[config.mk]
export PLATFORM = sky130hd
export DESIGN_NAME = instruction_fetch
export DESIGN_NICKNAME = d
export VERILOG_FILES = /design/src/rtl/instruction_fetch.sv
export SDC_FILE = /design/constraint.sdc
export NUM_CORES = 1
export LEC_CHECK = 0
export CAP_MARGIN = 20
export CELL_PAD_IN_SITES_DETAIL_PLACEMENT = 1
export CELL_PAD_IN_SITES_GLOBAL_PLACEMENT = 2
export CORE_UTILIZATION = 29
export DETAILED_ROUTE_END_ITERATION = 16
export GPL_ROUTABILITY_DRIVEN = 0
export PLACE_DENSITY = 0.86
export SYNTH_ARGS = -nofsm -noshare
export SYNTH_HDL_FRONTEND = slang
export SYNTH_SLANG_ARGS = --single-unit
[constraint.sdc]
create_clock -name clk -period 2.4 [get_ports clk]
set_input_delay 0.48 -clock clk [delete_from_list [all_inputs] [get_ports clk]]
set_output_delay 0.48 -clock clk [all_outputs]
set_load 0.05 [all_outputs]
[src/rtl/instruction_fetch.sv]
// Fetch stage: samples the PC, issues one word-aligned imem request at a time and
// hands the returned instruction to the decoder over a valid/ready handshake.
module instruction_fetch #(
  parameter int unsigned ADDR_W = 32,
  parameter int unsigned DATA_W = 32
) (
  input  logic              clk,
  input  logic              rst_n,
  input  logic [ADDR_W-1:0] pc_in,
  output logic              pc_advance,
  input  logic              flush,
  output logic              imem_req_valid,
  input  logic              imem_req_ready,
  output logic [ADDR_W-1:0] imem_req_addr,
  input  logic              imem_rsp_valid,
  input  logic [DATA_W-1:0] imem_rsp_data,
  output logic              instr_valid,
  input  logic              instr_ready,
  output logic [DATA_W-1:0] instr,
  output logic [ADDR_W-1:0] instr_pc,
  output logic              fetch_fault,
  output logic [31:0]       fetch_count
);

  localparam logic [2:0] StIdle  = 3'd0;
  localparam logic [2:0] StReq   = 3'd1;
  localparam logic [2:0] StWait  = 3'd2;
  localparam logic [2:0] StHold  = 3'd3;
  localparam logic [2:0] StDrain = 3'd4;
  localparam logic [2:0] StFault = 3'd5;

  logic [2:0]        state_q, state_d;
  logic              req_fresh_q, req_fresh_d;
  logic              req_gap_q, req_gap_d;
  logic [ADDR_W-1:0] addr_q, addr_d;
  logic [DATA_W-1:0] instr_q, instr_d;
  logic [ADDR_W-1:0] instr_pc_q, instr_pc_d;
  logic [31:0]       count_q, count_d;

  logic              req_live;
  logic              misaligned;
  logic              req_accept;
  logic [ADDR_W-1:0] pc_aligned;

  // The entry cycle of REQ samples pc_in directly so a settled PC is requested without
  // an extra cycle; later cycles replay the captured address.
  assign pc_aligned     = {pc_in[ADDR_W-1:2], 2'b00};
  assign req_live       = (state_q == StReq) && !req_gap_q;
  assign misaligned     = req_fresh_q && (pc_in[1:0] != 2'b00);
  assign imem_req_valid = req_live && !misaligned;
  assign imem_req_addr  = (req_live && req_fresh_q) ? pc_aligned : addr_q;
  assign req_accept     = imem_req_valid && imem_req_ready;

  assign instr_valid = (state_q == StHold);
  assign pc_advance  = instr_valid && instr_ready && !flush;
  assign fetch_fault = (state_q == StFault);
  assign instr       = instr_q;
  assign instr_pc    = instr_pc_q;
  assign fetch_count = count_q;

  always_comb begin
    state_d     = state_q;
    req_fresh_d = req_fresh_q;
    req_gap_d   = req_gap_q;
    addr_d      = addr_q;
    instr_d     = instr_q;
    instr_pc_d  = instr_pc_q;
    count_d     = count_q;

    case (state_q)
      StIdle: begin
        state_d     = StReq;
        req_fresh_d = 1'b1;
        req_gap_d   = 1'b0;
      end
      StReq: begin
        if (req_gap_q) begin
          // Dead cycle after a flush; resample the PC next cycle.
          req_gap_d   = 1'b0;
          req_fresh_d = 1'b1;
        end else begin
          if (req_fresh_q) begin
            addr_d = pc_aligned;
          end
          req_fresh_d = 1'b0;
          if (flush) begin
            if (req_accept) begin
              state_d = StDrain;
            end else begin
              req_gap_d   = 1'b1;
              req_fresh_d = 1'b1;
            end
          end else if (misaligned) begin
            state_d = StFault;
          end else if (req_accept) begin
            state_d = StWait;
          end
        end
      end
      StWait: begin
        if (flush) begin
          state_d     = imem_rsp_valid ? StReq : StDrain;
          req_fresh_d = 1'b1;
          req_gap_d   = 1'b0;
        end else if (imem_rsp_valid) begin
          state_d    = StHold;
          instr_d    = imem_rsp_data;
          instr_pc_d = addr_q;
        end
      end
      StHold: begin
        if (flush || instr_ready) begin
          state_d     = StReq;
          req_fresh_d = 1'b1;
          req_gap_d   = 1'b0;
          if (!flush) begin
            count_d = count_q + 32'd1;
          end
        end
      end
      StDrain: begin
        if (imem_rsp_valid) begin
          state_d     = StReq;
          req_fresh_d = 1'b1;
          req_gap_d   = 1'b0;
        end
      end
      StFault: begin
        if (flush) begin
          state_d     = StReq;
          req_fresh_d = 1'b1;
          req_gap_d   = 1'b0;
        end
      end
      default: begin
        state_d = StIdle;
      end
    endcase
  end

  always_ff @(posedge clk or negedge rst_n) begin
    if (!rst_n) begin
      state_q     <= StIdle;
      req_fresh_q <= 1'b0;
      req_gap_q   <= 1'b0;
      addr_q      <= '0;
      instr_q     <= '0;
      instr_pc_q  <= '0;
      count_q     <= '0;
    end else begin
      state_q     <= state_d;
      req_fresh_q <= req_fresh_d;
      req_gap_q   <= req_gap_d;
      addr_q      <= addr_d;
      instr_q     <= instr_d;
      instr_pc_q  <= instr_pc_d;
      count_q     <= count_d;
    end
  end

endmodule

==> impl_metrics.env <==
export IMPL_status="complete, but fails checks"
export IMPL_violations="setup timing"
export IMPL_grt_busiest_layer="met2"
export IMPL_area_growth_pct=61.71
export IMPL_synth_mux_area_share_pct=24.82
export IMPL_use_met1_pct=19.66
export IMPL_ant_nets=0
export IMPL_syn_area_um2=5627
export IMPL_critPathCaptureType="output port"
export IMPL_leakage_nw=4.089
export IMPL_drive_above_1_share_pct=34.46
export IMPL_r2r_end="fetch_count[24]"
export IMPL_tightest_slew_ps=765.9
export IMPL_crit_type="reg -> out"
export IMPL_synth_simple_gate_area_share_pct=8.072
export IMPL_r2r_setup_slack_ps=160
export IMPL_synth_top_flop_cell="dfrtp_1"
export IMPL_yosys_area_share_xor_xnor_pct=4.825
export IMPL_diodes=0
export IMPL_cp_start_kind="flip-flop"
export IMPL_skew_ps=12.54
export IMPL_hold_buffers=0
export IMPL_path_cells="nor3b_2, and2_4, nand2_8, buf_12, mux2_2, buf_12"
export IMPL_clkTransAtPathRegs_ps=50
export IMPL_cts_max_path_buffers=2
export IMPL_vdd_ir_drop_max_v=0.0008447
export IMPL_cts_root_buf="clkbuf_16"
export IMPL_postLayoutSetupSlackWorst_ps=-55.46
export IMPL_htreeDepth=4
export IMPL_grt_first_pass_wirelength_um=25700
export IMPL_use_met3_pct=4.050
export IMPL_layout_common_cells="162 x clkdlybuf4s50_1, 129 x dfrtp_1, 118 x mux2_2"
export IMPL_r2r_cells=8
export IMPL_initial_core_util_pct=29.88
export IMPL_startpoint="state_q[2]"
export IMPL_powerDensity_nw_per_um2=1627
export IMPL_dieWidth_um=141.3
export IMPL_synthTopCellsByArea="dfrtp_1 57%, mux2_2 24%, xnor2_1 3.6%, buf_2 1.3%, nand2_1 1.3%"
export IMPL_slew_headroom_pct=48.94
export IMPL_crit_top_cell="buf_12"
export IMPL_cts_tree="done"
export IMPL_crit_required_ps=1920
export IMPL_clock_sinks=129
export IMPL_max_freq_ghz=0.4073
export IMPL_wl_per_cell_um=17.64
export IMPL_gr_usage_met2_pct=29.86
export IMPL_place_area_um2=8389
export IMPL_synth_edf_count=0
export IMPL_rows=50
export IMPL_synthArstFlopShare_pct=100.0
export IMPL_instances_no_fill=913
export IMPL_final_hold_viol_count=0
export IMPL_first_pass_iters=4
export IMPL_hold_ws_ps=74.38
export IMPL_cp_arrival_ps=1980
export IMPL_critPathTopFamily="simple AND/OR/NAND/NOR gates"
export IMPL_wl_um=16110
export IMPL_cp_slowest_cell="dfrtp_1"
export IMPL_drv_slew=0
export IMPL_pin_count=202
export IMPL_vias=4176
export IMPL_period_minus_slack_ps=2455
export IMPL_dp_cells=871
export IMPL_clkLatencyLatePin_ps=410
export IMPL_drc=0
export IMPL_post_route_period_util_pct=102.3
export IMPL_antenna_found_initial=0
export IMPL_grt_pass1_vias=4561
export IMPL_synth_compound_area_share_pct=1.890
export IMPL_maxCapViolCount=0
export IMPL_nets=714
export IMPL_grt_remaining_overflow=0
export IMPL_core_area_um2=18830
export IMPL_cts_made_buffers=17
export IMPL_max_stage_delay_ps=390
export IMPL_synth_cell_types=45
export IMPL_synth_area_leader_cell="dfrtp_1"
export IMPL_worstHoldPathType="in -> async"
export IMPL_synth_top_family_by_area="multiplexers"
export IMPL_grt_max_degree=70
export IMPL_synth_cells=407
export IMPL_seq_area_frac_synth_pct=57.37
export IMPL_cp_max_fo=11
export IMPL_synthAdderAreaFrac_pct=0.2224
export IMPL_grt_usage_pct=17.03
export IMPL_path_buf_inv=2
export IMPL_setup_viol=30
export IMPL_drt_iter0_drc=126
export IMPL_place_hpwl_um=11770
export IMPL_fp_dieArea_um2=19960
export IMPL_io_buffer_count=197
export IMPL_synth_seq_cells=129
export IMPL_netlist_area_leader_share_pct=57.37
export IMPL_avgSynthCellArea_um2=13.82
export IMPL_reg2reg_from="state_q[2]"
export IMPL_die_y_um=141.3
export IMPL_synth_yosys_warnings=0
export IMPL_grt_setup_unrepaired="true"
export IMPL_final_common_cell="clkdlybuf4s50_1"
export IMPL_fin_area_um2=9099
export IMPL_viasPerCell=4.574
[logic make-up after synthesis]
family | count (synthesis)
muxes | 124
xor gates and xnor gates | 31
DFF | 129
AOI/OAI and AO/OA | 15
other | 1
and+or+nand+nor | 76
adders and majority gates | 1
buffers and inverters | 30
[worst max path at each step]
| stage | to | cells past startpoint |
|---|---|---|
| 2_1_floorplan | imem_req_addr[8] | 6 |
| 3_3_place_gp | fetch_count[30] | 7 |
| 3_5_place_dp | fetch_count[24] | 7 |
| 4_1_cts | imem_req_addr[29] | 6 |
| 5_1_grt | imem_req_addr[10] | 6 |
| 6_report | imem_req_addr[10] | 6 |
[Yosys cell counts (2+ instances only)]
library cell and count:
buf_2 15, a31oi_1 2, nor2b_1 2, buf_4 4, mux2_1 6, dfrtp_1 129, and2_1 2, nand3_1 10
and4_1 2, mux2_2 118, nor2_1 11, clkbuf_1 2, and3b_1 2, xor2_1 8, nand4_1 10, and3_1 4
o21ai_0 2, inv_1 7, o31ai_1 2, or4_1 3, a21o_1 2, xnor2_1 23, nand2_1 19
[worst reg2reg max path: stages (launching register included)]
cell and delay, ps:
dfrtp_1 390, buf_4 140, buf_4 160, nand4bb_4 250, or4_1 560, buf_4 190, nor3_4 180, nand2_1 110
xnor2_1 140
[what timing repair did]
action / 4_1_cts / 5_1_grt
resized for setup: 12 / 3
cloned: 1 / 0
buffers inserted: 5 / 7
pin swaps: 2 / 2
setup endpoints to repair: 32 / 30
endpoints found under the hold margin: 0 / 0
[layout make-up]
type | instances | area [µm²]
multi-input combinational | 251 | 2278
tap | 260 | 325.3
inverter | 8 | 30.03
sequential | 129 | 3228
clock inverter | 5 | 56.30
fill | 1893 | 9732
clock buffer | 24 | 481.7
timing repair buffer | 236 | 2699
[through the flow]
step                      setup WS (ps)  setup TNS [ps]  util [%]  total power [mW]
final                            -55.46           -1109     48.32             14.80
after global routing             -138.0           -3798     48.32             15.42
after CTS                        -81.57           -1828     47.97             14.80
after detailed placement         -131.8           -4453     44.55             12.04
after global placement           -62.45           -1626     44.55             11.83
after floorplan                   136.3               0         -             8.421
[state kept, by name, summed over array words and instances, names as in the netlist]
signal and cells:
addr_q 30, state_q 3, instr 32, instr_pc 30
req_gap_q 1, req_fresh_q 1, fetch_count 32
[power by group]
part / switching, mW / internal, mW / total [mW] / leakage, nW
clock: 0.896 / 1.49 / 2.38 / 0.262
combinational: 4.91 / 4.05 / 8.97 / 2.13
sequential: 0.477 / 2.98 / 3.45 / 1.70
[metal layers]
| metal | wire length, µm | share of wire, % | vias up |
|---|---|---|---|
| li1 | - | - | 1900 |
| met1 | 6603 | 41 | 2110 |
| met2 | 8297 | 52 | 137 |
| met3 | 788 | 4.9 | 29 |
| met4 | 419 | 2.6 | 0 |
| met5 | 0 | 0 | - |
No activity file was read; power rests on OpenSTA's default activity.
